==> src/rtl/hadamard_seq_if.sv <==
// Handshake and data bundle between the Hadamard frame sequencer and its environment
// (stage buffer / twiddle ROM, datapath, and result consumer).
interface hadamard_seq_if #(
    parameter int formatWidth = 9,
    parameter int ADDR_W      = 6
);
    logic                     frame_start;
    logic [ADDR_W:0]          frame_len;
    logic [ADDR_W-1:0]        tw_base;
    logic                     rd_en;
    logic [ADDR_W-1:0]        rd_addr;
    logic [ADDR_W-1:0]        tw_addr;
    logic                     hd_start;
    logic                     hd_in_valid;
    logic [formatWidth*4-1:0] hd_out_real;
    logic [formatWidth*4-1:0] hd_out_imag;
    logic                     out_valid;
    logic                     out_ready;
    logic [formatWidth*4-1:0] out_real;
    logic [formatWidth*4-1:0] out_imag;
    logic [ADDR_W-1:0]        out_tag;
    logic                     busy;
    logic                     frame_done;
    logic                     err_ovf;

    modport master (
        input  frame_start, frame_len, tw_base, hd_out_real, hd_out_imag, out_ready,
        output rd_en, rd_addr, tw_addr, hd_start, hd_in_valid,
               out_valid, out_real, out_imag, out_tag, busy, frame_done, err_ovf
    );

    modport slave (
        output frame_start, frame_len, tw_base, hd_out_real, hd_out_imag, out_ready,
        input  rd_en, rd_addr, tw_addr, hd_start, hd_in_valid,
               out_valid, out_real, out_imag, out_tag, busy, frame_done, err_ovf
    );
endinterface

==> src/rtl/hadamard_seq.sv <==
// Frame sequencer for the 4-lane Hadamard/twiddle pipeline: credit-gated issue, valid/tag
// tracking, output FIFO. Optional HADSEQ_PERF_EN adds perf_stall / perf_frames counters.
module hadamard_seq #(
    parameter int formatWidth = 9,
    parameter int ADDR_W      = 6,
    parameter int LATENCY     = 4,
    parameter int FIFO_DEPTH  = 8
) (
    input  logic           clk,
    input  logic           rst,
    hadamard_seq_if.master bus
`ifdef HADSEQ_PERF_EN
    ,
    output logic [15:0]    perf_stall,
    output logic [15:0]    perf_frames
`endif
);
    localparam int DW    = formatWidth * 4;
    localparam int PTR_W = $clog2(FIFO_DEPTH);
    localparam int CNT_W = PTR_W + 1;

    typedef enum logic [1:0] {IDLE, RUN, DRAIN, DONE} state_t;

    state_t                        state_reg, state_next;
    logic [ADDR_W:0]               len_reg;
    logic [ADDR_W:0]               issue_idx_reg;
    logic [ADDR_W-1:0]             tw_base_reg;
    logic [CNT_W-1:0]              inflight_reg;
    logic [CNT_W-1:0]              count_reg;
    logic [PTR_W-1:0]              wr_ptr_reg;
    logic [PTR_W-1:0]              rd_ptr_reg;
    logic                          err_ovf_reg;
    logic                          first_reg;
    logic [LATENCY:0]              vld_reg;
    logic [LATENCY:0][ADDR_W-1:0]  tag_reg;

    logic [DW-1:0]     mem_real [FIFO_DEPTH];
    logic [DW-1:0]     mem_imag [FIFO_DEPTH];
    logic [ADDR_W-1:0] mem_tag  [FIFO_DEPTH];

    logic credit_ok, issue, last_issue, capture, full, push, pop;

    // Credit covers every group already issued, so a capture can never find the FIFO full.
    always_comb begin
        credit_ok  = ({1'b0, inflight_reg} + {1'b0, count_reg}) < (CNT_W + 1)'(FIFO_DEPTH);
        issue      = (state_reg == RUN) && credit_ok;
        last_issue = issue && ((issue_idx_reg + (ADDR_W + 1)'(1)) == len_reg);
        capture    = vld_reg[LATENCY];
        full       = (count_reg == CNT_W'(FIFO_DEPTH));
        push       = capture && !full;
        pop        = (count_reg != '0) && bus.out_ready;
    end

    always_comb begin
        state_next = state_reg;
        case (state_reg)
            IDLE:    if (bus.frame_start) state_next = (bus.frame_len == '0) ? DONE : RUN;
            RUN:     if (last_issue) state_next = DRAIN;
            DRAIN:   if (inflight_reg == '0 && count_reg == '0) state_next = DONE;
            DONE:    state_next = IDLE;
            default: state_next = IDLE;
        endcase
    end

    always_ff @(posedge clk or negedge rst) begin
        if (!rst) begin
            state_reg     <= IDLE;
            len_reg       <= '0;
            issue_idx_reg <= '0;
            tw_base_reg   <= '0;
            inflight_reg  <= '0;
            err_ovf_reg   <= 1'b0;
            first_reg     <= 1'b0;
            vld_reg       <= '0;
            tag_reg       <= '0;
        end else begin
            state_reg <= state_next;
            if (state_reg == IDLE && bus.frame_start) begin
                len_reg       <= bus.frame_len;
                tw_base_reg   <= bus.tw_base;
                issue_idx_reg <= '0;
            end else if (issue) begin
                issue_idx_reg <= issue_idx_reg + (ADDR_W + 1)'(1);
            end
            // Stage 0 mirrors the 1-cycle buffer read; the tail lines up with datapath output.
            vld_reg   <= {vld_reg[LATENCY-1:0], issue};
            tag_reg   <= {tag_reg[LATENCY-1:0], issue_idx_reg[ADDR_W-1:0]};
            first_reg <= issue && (issue_idx_reg == '0);
            if (issue && !capture)
                inflight_reg <= inflight_reg + CNT_W'(1);
            else if (!issue && capture)
                inflight_reg <= inflight_reg - CNT_W'(1);
            if (capture && full)
                err_ovf_reg <= 1'b1;
        end
    end

    always_ff @(posedge clk or negedge rst) begin
        if (!rst) begin
            wr_ptr_reg <= '0;
            rd_ptr_reg <= '0;
            count_reg  <= '0;
        end else begin
            if (push) wr_ptr_reg <= wr_ptr_reg + PTR_W'(1);
            if (pop)  rd_ptr_reg <= rd_ptr_reg + PTR_W'(1);
            if (push && !pop)
                count_reg <= count_reg + CNT_W'(1);
            else if (!push && pop)
                count_reg <= count_reg - CNT_W'(1);
        end
    end

    always_ff @(posedge clk) begin
        if (push) begin
            mem_real[wr_ptr_reg] <= bus.hd_out_real;
            mem_imag[wr_ptr_reg] <= bus.hd_out_imag;
            mem_tag[wr_ptr_reg]  <= tag_reg[LATENCY];
        end
    end

    assign bus.rd_en       = issue;
    assign bus.rd_addr     = issue_idx_reg[ADDR_W-1:0];
    assign bus.tw_addr     = tw_base_reg + issue_idx_reg[ADDR_W-1:0];
    assign bus.hd_in_valid = vld_reg[0];
    assign bus.hd_start    = vld_reg[0] & first_reg;
    assign bus.out_valid   = (count_reg != '0);
    // Head is gated so stale storage never leaks out while the FIFO is empty.
    assign bus.out_real    = bus.out_valid ? mem_real[rd_ptr_reg] : '0;
    assign bus.out_imag    = bus.out_valid ? mem_imag[rd_ptr_reg] : '0;
    assign bus.out_tag     = bus.out_valid ? mem_tag[rd_ptr_reg]  : '0;
    assign bus.busy        = (state_reg != IDLE);
    assign bus.frame_done  = (state_reg == DONE);
    assign bus.err_ovf     = err_ovf_reg;

`ifdef HADSEQ_PERF_EN
    logic [15:0] perf_stall_reg, perf_frames_reg;

    always_ff @(posedge clk or negedge rst) begin
        if (!rst) begin
            perf_stall_reg  <= '0;
            perf_frames_reg <= '0;
        end else begin
            if (state_reg == RUN && !credit_ok && perf_stall_reg != 16'hFFFF)
                perf_stall_reg <= perf_stall_reg + 16'd1;
            if (state_reg == DONE)
                perf_frames_reg <= perf_frames_reg + 16'd1;
        end
    end

    assign perf_stall  = perf_stall_reg;
    assign perf_frames = perf_frames_reg;
`endif
endmodule

==> src/flat_wrapper.sv <==
// flat-port wrapper written by rule: the top's interface ports become plain ports
module hadamard_seq_flat 
#(
    parameter int formatWidth = 9,
    parameter int ADDR_W      = 6,
    parameter int LATENCY     = 4,
    parameter int FIFO_DEPTH  = 8
)
  (clk, rst, bus_frame_start, bus_frame_len, bus_tw_base, bus_hd_out_real, bus_hd_out_imag, bus_out_ready, bus_rd_en, bus_rd_addr, bus_tw_addr, bus_hd_start, bus_hd_in_valid, bus_out_valid, bus_out_real, bus_out_imag, bus_out_tag, bus_busy, bus_frame_done, bus_err_ovf);
  hadamard_seq_if #(.formatWidth(formatWidth), .ADDR_W(ADDR_W)) bus_i ();
  input  logic clk;
  input  logic rst;
  input wire logic [$bits(bus_i.frame_start)-1:0] bus_frame_start;
  input wire logic [$bits(bus_i.frame_len)-1:0] bus_frame_len;
  input wire logic [$bits(bus_i.tw_base)-1:0] bus_tw_base;
  input wire logic [$bits(bus_i.hd_out_real)-1:0] bus_hd_out_real;
  input wire logic [$bits(bus_i.hd_out_imag)-1:0] bus_hd_out_imag;
  input wire logic [$bits(bus_i.out_ready)-1:0] bus_out_ready;
  output wire logic [$bits(bus_i.rd_en)-1:0] bus_rd_en;
  output wire logic [$bits(bus_i.rd_addr)-1:0] bus_rd_addr;
  output wire logic [$bits(bus_i.tw_addr)-1:0] bus_tw_addr;
  output wire logic [$bits(bus_i.hd_start)-1:0] bus_hd_start;
  output wire logic [$bits(bus_i.hd_in_valid)-1:0] bus_hd_in_valid;
  output wire logic [$bits(bus_i.out_valid)-1:0] bus_out_valid;
  output wire logic [$bits(bus_i.out_real)-1:0] bus_out_real;
  output wire logic [$bits(bus_i.out_imag)-1:0] bus_out_imag;
  output wire logic [$bits(bus_i.out_tag)-1:0] bus_out_tag;
  output wire logic [$bits(bus_i.busy)-1:0] bus_busy;
  output wire logic [$bits(bus_i.frame_done)-1:0] bus_frame_done;
  output wire logic [$bits(bus_i.err_ovf)-1:0] bus_err_ovf;
  assign bus_i.frame_start = bus_frame_start;
  assign bus_i.frame_len = bus_frame_len;
  assign bus_i.tw_base = bus_tw_base;
  assign bus_i.hd_out_real = bus_hd_out_real;
  assign bus_i.hd_out_imag = bus_hd_out_imag;
  assign bus_i.out_ready = bus_out_ready;
  assign bus_rd_en = bus_i.rd_en;
  assign bus_rd_addr = bus_i.rd_addr;
  assign bus_tw_addr = bus_i.tw_addr;
  assign bus_hd_start = bus_i.hd_start;
  assign bus_hd_in_valid = bus_i.hd_in_valid;
  assign bus_out_valid = bus_i.out_valid;
  assign bus_out_real = bus_i.out_real;
  assign bus_out_imag = bus_i.out_imag;
  assign bus_out_tag = bus_i.out_tag;
  assign bus_busy = bus_i.busy;
  assign bus_frame_done = bus_i.frame_done;
  assign bus_err_ovf = bus_i.err_ovf;
  hadamard_seq #(.formatWidth(formatWidth), .ADDR_W(ADDR_W), .LATENCY(LATENCY), .FIFO_DEPTH(FIFO_DEPTH)) u_core (.clk(clk), .rst(rst), .bus(bus_i));
endmodule
==> config.mk <==
export PLATFORM = sky130hd
export DESIGN_NAME = hadamard_seq_flat
export DESIGN_NICKNAME = d
export VERILOG_FILES = /design/src/rtl/hadamard_seq_if.sv /design/src/rtl/hadamard_seq.sv /design/src/flat_wrapper.sv
export SDC_FILE = /design/constraint.sdc
export NUM_CORES = 1
export LEC_CHECK = 0
export BUFFER_PORTS_ARGS = -buffer_cell sky130_fd_sc_hd__buf_2
export CORE_UTILIZATION = 65
export CTS_CLUSTER_DIAMETER = 30
export DETAILED_ROUTE_END_ITERATION = 16
export GPL_ROUTABILITY_DRIVEN = 0
export PLACE_DENSITY = 0.87
export REMOVE_ABC_BUFFERS = 1
export SLEW_MARGIN = 20
export SYNTH_ARGS = -nofsm -noshare
export SYNTH_HDL_FRONTEND = slang
export SYNTH_SLANG_ARGS = --single-unit
==> constraint.sdc <==
create_clock -name clk -period 20.9 [get_ports clk]
set_input_delay 2.09 -clock clk [delete_from_list [all_inputs] [get_ports clk]]
set_output_delay 2.09 -clock clk [all_outputs]
set_load 0.02 [all_outputs]
==> results by group <==
Outcome
  • Status: completed

Power and ir drop
  • Static leakage: 11.6 nW
  • Power Density: 154 mW/mm^2
  • Pwr Total: 0.00497 W
  • Worst VDD drop: 0.000110 V

Global route
  • Global-route wire length before repair: 93.9 mm
  • Vias in the first global route: around 15,000
  • Remaining Overflow, GRT: 0
  • Largest net degree at the start of global routing: 79
  • Initial antenna violation count: 8
  • Total GRT Usage: 0.314

STA
  • Final Hold Fails: 0
  • Clock skew: 0.0219 ns
  • Period utilisation layout: 0.300
  • Final Max Slew Viols: 0
  • Clock period minus worst slack: 6.27 ns
  • Setup TNS: 0 ns
  • Final setup viols: 0
  • Transition time of the tightest slew-check pin: roughly 1.1 ns
  • Hold Slack: 0.347 ns
  • Peak Freq: 160 MHz
  • Slew HR: 0.249
  • RSZ-0062 raised after global routing: false

Routing
  • DRC marker count from the first detailed-route iteration: 1,759
  • Pre-antenna DRT Iters: 8
  • Avg WL per Cell: 29.6 microns
  • Vias per cell: 6.51
  • DRT antenna net count: 0
  • Total Wirelength: 63.9 mm
  • Via count: about 14,000
  • Drt drc: 0

Die
  • I/O Pins: 186
  • Initial Utilization: 0.658
  • Number of core rows: 74
  • Die ar.: between 0.04 and 0.05 sq mm
  • Die height: ~210 microns
  • Die W: between 200 and 250 microns
  • Core area: 0.0408 sq mm

CTS
  • Clock Tree Root: clkbuf_16
  • Clock tree buffer depth: 3
  • Post-CTS setup buffers: 0
  • Clock latency on the worst-skew pair: 0.63 ns
  • Hold Buf Count CTS: 0
  • Total CTS buffers: 111
  • # H-tree levels: 3
  • CTS tree: built
  • # clock sinks: 697
  • # resized after CTS: 0
  • Reg clk slew, reported paths: 0.05 ns

Finish
  • Commonest non-fill, non-tap cells in the layout: 624 x edfxtp_1, 185 x buf_2, 156 x mux4_2
  • Biggest regs: u_core.mem_imag x288, u_core.mem_real x288, u_core.mem_tag x48
  • Nets: 1,645
  • Commonest non-fill, non-tap cell in the layout: edfxtp_1
  • Post-route cell area: 0.0323 sq mm
  • Fill cell count: 1,849
  • Area Growth Syn to Fin: 20.2%
  • Layout cells sized above 1: 0.349
  • Final std cells w/o fill: 2,163

Hold path
  • Hold WC Path Type: reg2reg

Synth
  • Main synth FF type: edfxtp_1
  • Synth Instances: between 1,000 and 1,500
  • Synthesized flop and latch total: 697
  • Post-synthesis cell area: ~0.027 sq mm
  • Sequential element share of the synthesized area: 0.766
  • Post-synth cell types: 47
  • Post-synthesis area per instance: 21.1 sq um
  • Post-synth EDFFs: around 620
  • Yosys warnings: 0
  • Async S/R FF share, synth: 0.105

Critical path
  • Worst path bufs/invs: 3
  • Nature of the critical path endpoint: output port
  • CP max FO: 52
  • R2r startpoint: u_core.count_reg[0]
  • Worst R2R Path Depth: 5
  • Critical Path Start Type: register
  • Worst Path Required: 18.81 ns
  • Register-to-register setup slack: about 17 ns
  • CP Launch Point: u_core.rd_ptr_reg[0]
  • WS Path Type: reg2out
  • Critical-path cell list: buf_4 -> buf_4 -> mux4_2 -> mux2i_1 -> nor2_1 -> buf_2
  • Cell family with most CP delay: buffers and inverters
  • WP data arrival: 4.18 ns
  • Critical path capture point: bus_out_real[24]
  • Crit path depth: 6
  • Cell mode on critical path: buf_4
  • Critical path's slowest cell: buf_4
  • Slowest cell delay on critical path: between 0.8 and 0.9 ns
  • Reg-to-reg endpoint: u_core.mem_imag[5][7]

Placement
  • Port Buf Inserts: 185
  • Placed Instances: around 1,900
  • Post-DP HPWL: 28.5 mm
  • DP Area: 0.0284 sq mm

Job
  • Max-Cap Viols: 0
==> how the worst min path moves through the flow <==
| stage | from | end | slack, ns | cells past startpoint |
|---|---|---|---|---|
| after floorplan | u_core.tag_reg[4] | u_core.tag_reg[10] | 0.33 | 0 |
| after global placement | u_core.tag_reg[17] | u_core.tag_reg[23] | 0.33 | 0 |
| after detailed placement | u_core.tag_reg[7] | u_core.tag_reg[13] | 0.33 | 0 |
| after CTS | u_core.tag_reg[5] | u_core.tag_reg[11] | 0.35 | 0 |
| after global routing | u_core.tag_reg[5] | u_core.tag_reg[11] | 0.35 | 0 |
| final | u_core.tag_reg[5] | u_core.tag_reg[11] | 0.35 | 0 |
==> metal layers <==
layer  global-route usage  vias up  share of wire
met5                    0        -        0.00059
met2                0.505      884           0.51
met3               0.0749      146          0.088
met4                0.143        8          0.034
li1                     -     5662              -
met1                0.414     7386           0.37
==> synth_stat cells, drive strengths merged (8+ instances only) <==
cell type	n	share of area
edfxtp	624	0.70
mux4	156	0.13
nor2	96	0.013
mux2i	80	0.030
dfrtp	73	0.068
nand2	47	0.0066
buf	46	0.0087
ha	23	0.011
xnor2	21	0.0068
clkbuf	17	0.0024
inv	16	0.0022
a21oi	8	0.0015
xor2	8	0.0026
==> cell type report <==
type / instances / area, sq um / area share
antenna: 4 / 10.0 / 0.000310
clock buffer: 133 / 2990 / 0.0926
clock inverter: 77 / 875 / 0.0271
inverter: 16 / 60.1 / 0.00186
multi-input combinational: 498 / 5990 / 0.186
sequential: 697 / 20600 / 0.638
tap: 532 / 666 / 0.0206
timing repair buffer: 206 / 1100 / 0.0340
==> stage by stage <==
step	util	setup slack, ns
floorplan	-	11.69
global placement	0.695	15.28
detailed placement	0.695	15.24
CTS	0.789	14.45
global route	0.790	14.28
finish	0.790	14.63
==> worst register-to-register path, cell delays in order, from the launching register on <==
cell	delay [ns]
dfrtp_1	0.53
nor3_1	0.15
a21oi_1	0.67
nand2_1	0.44
nor2_4	0.74
buf_4	1.00
==> cell families after synthesis <==
group	after synthesis	synth area share
AO/OA/AOI/OAI	25	0.00620
XOR/XNOR	29	0.00946
adder cells (fa/ha/maj)	26	0.0130
buffers and inverters	79	0.0133
flip-flops	697	0.766
multiplexers	240	0.162
AND/OR/NAND/NOR	178	0.0299
==> power breakdown <==
group	internal [W]	leakage (nW)	total (W)	switching (W)
Sequential	0.00163	6.58	0.00173	0.000103
Clock	0.00120	1.86	0.00188	0.000676
Combinational	0.000567	3.15	0.00136	0.000797
No activity file was read; power rests on OpenSTA's default activity.
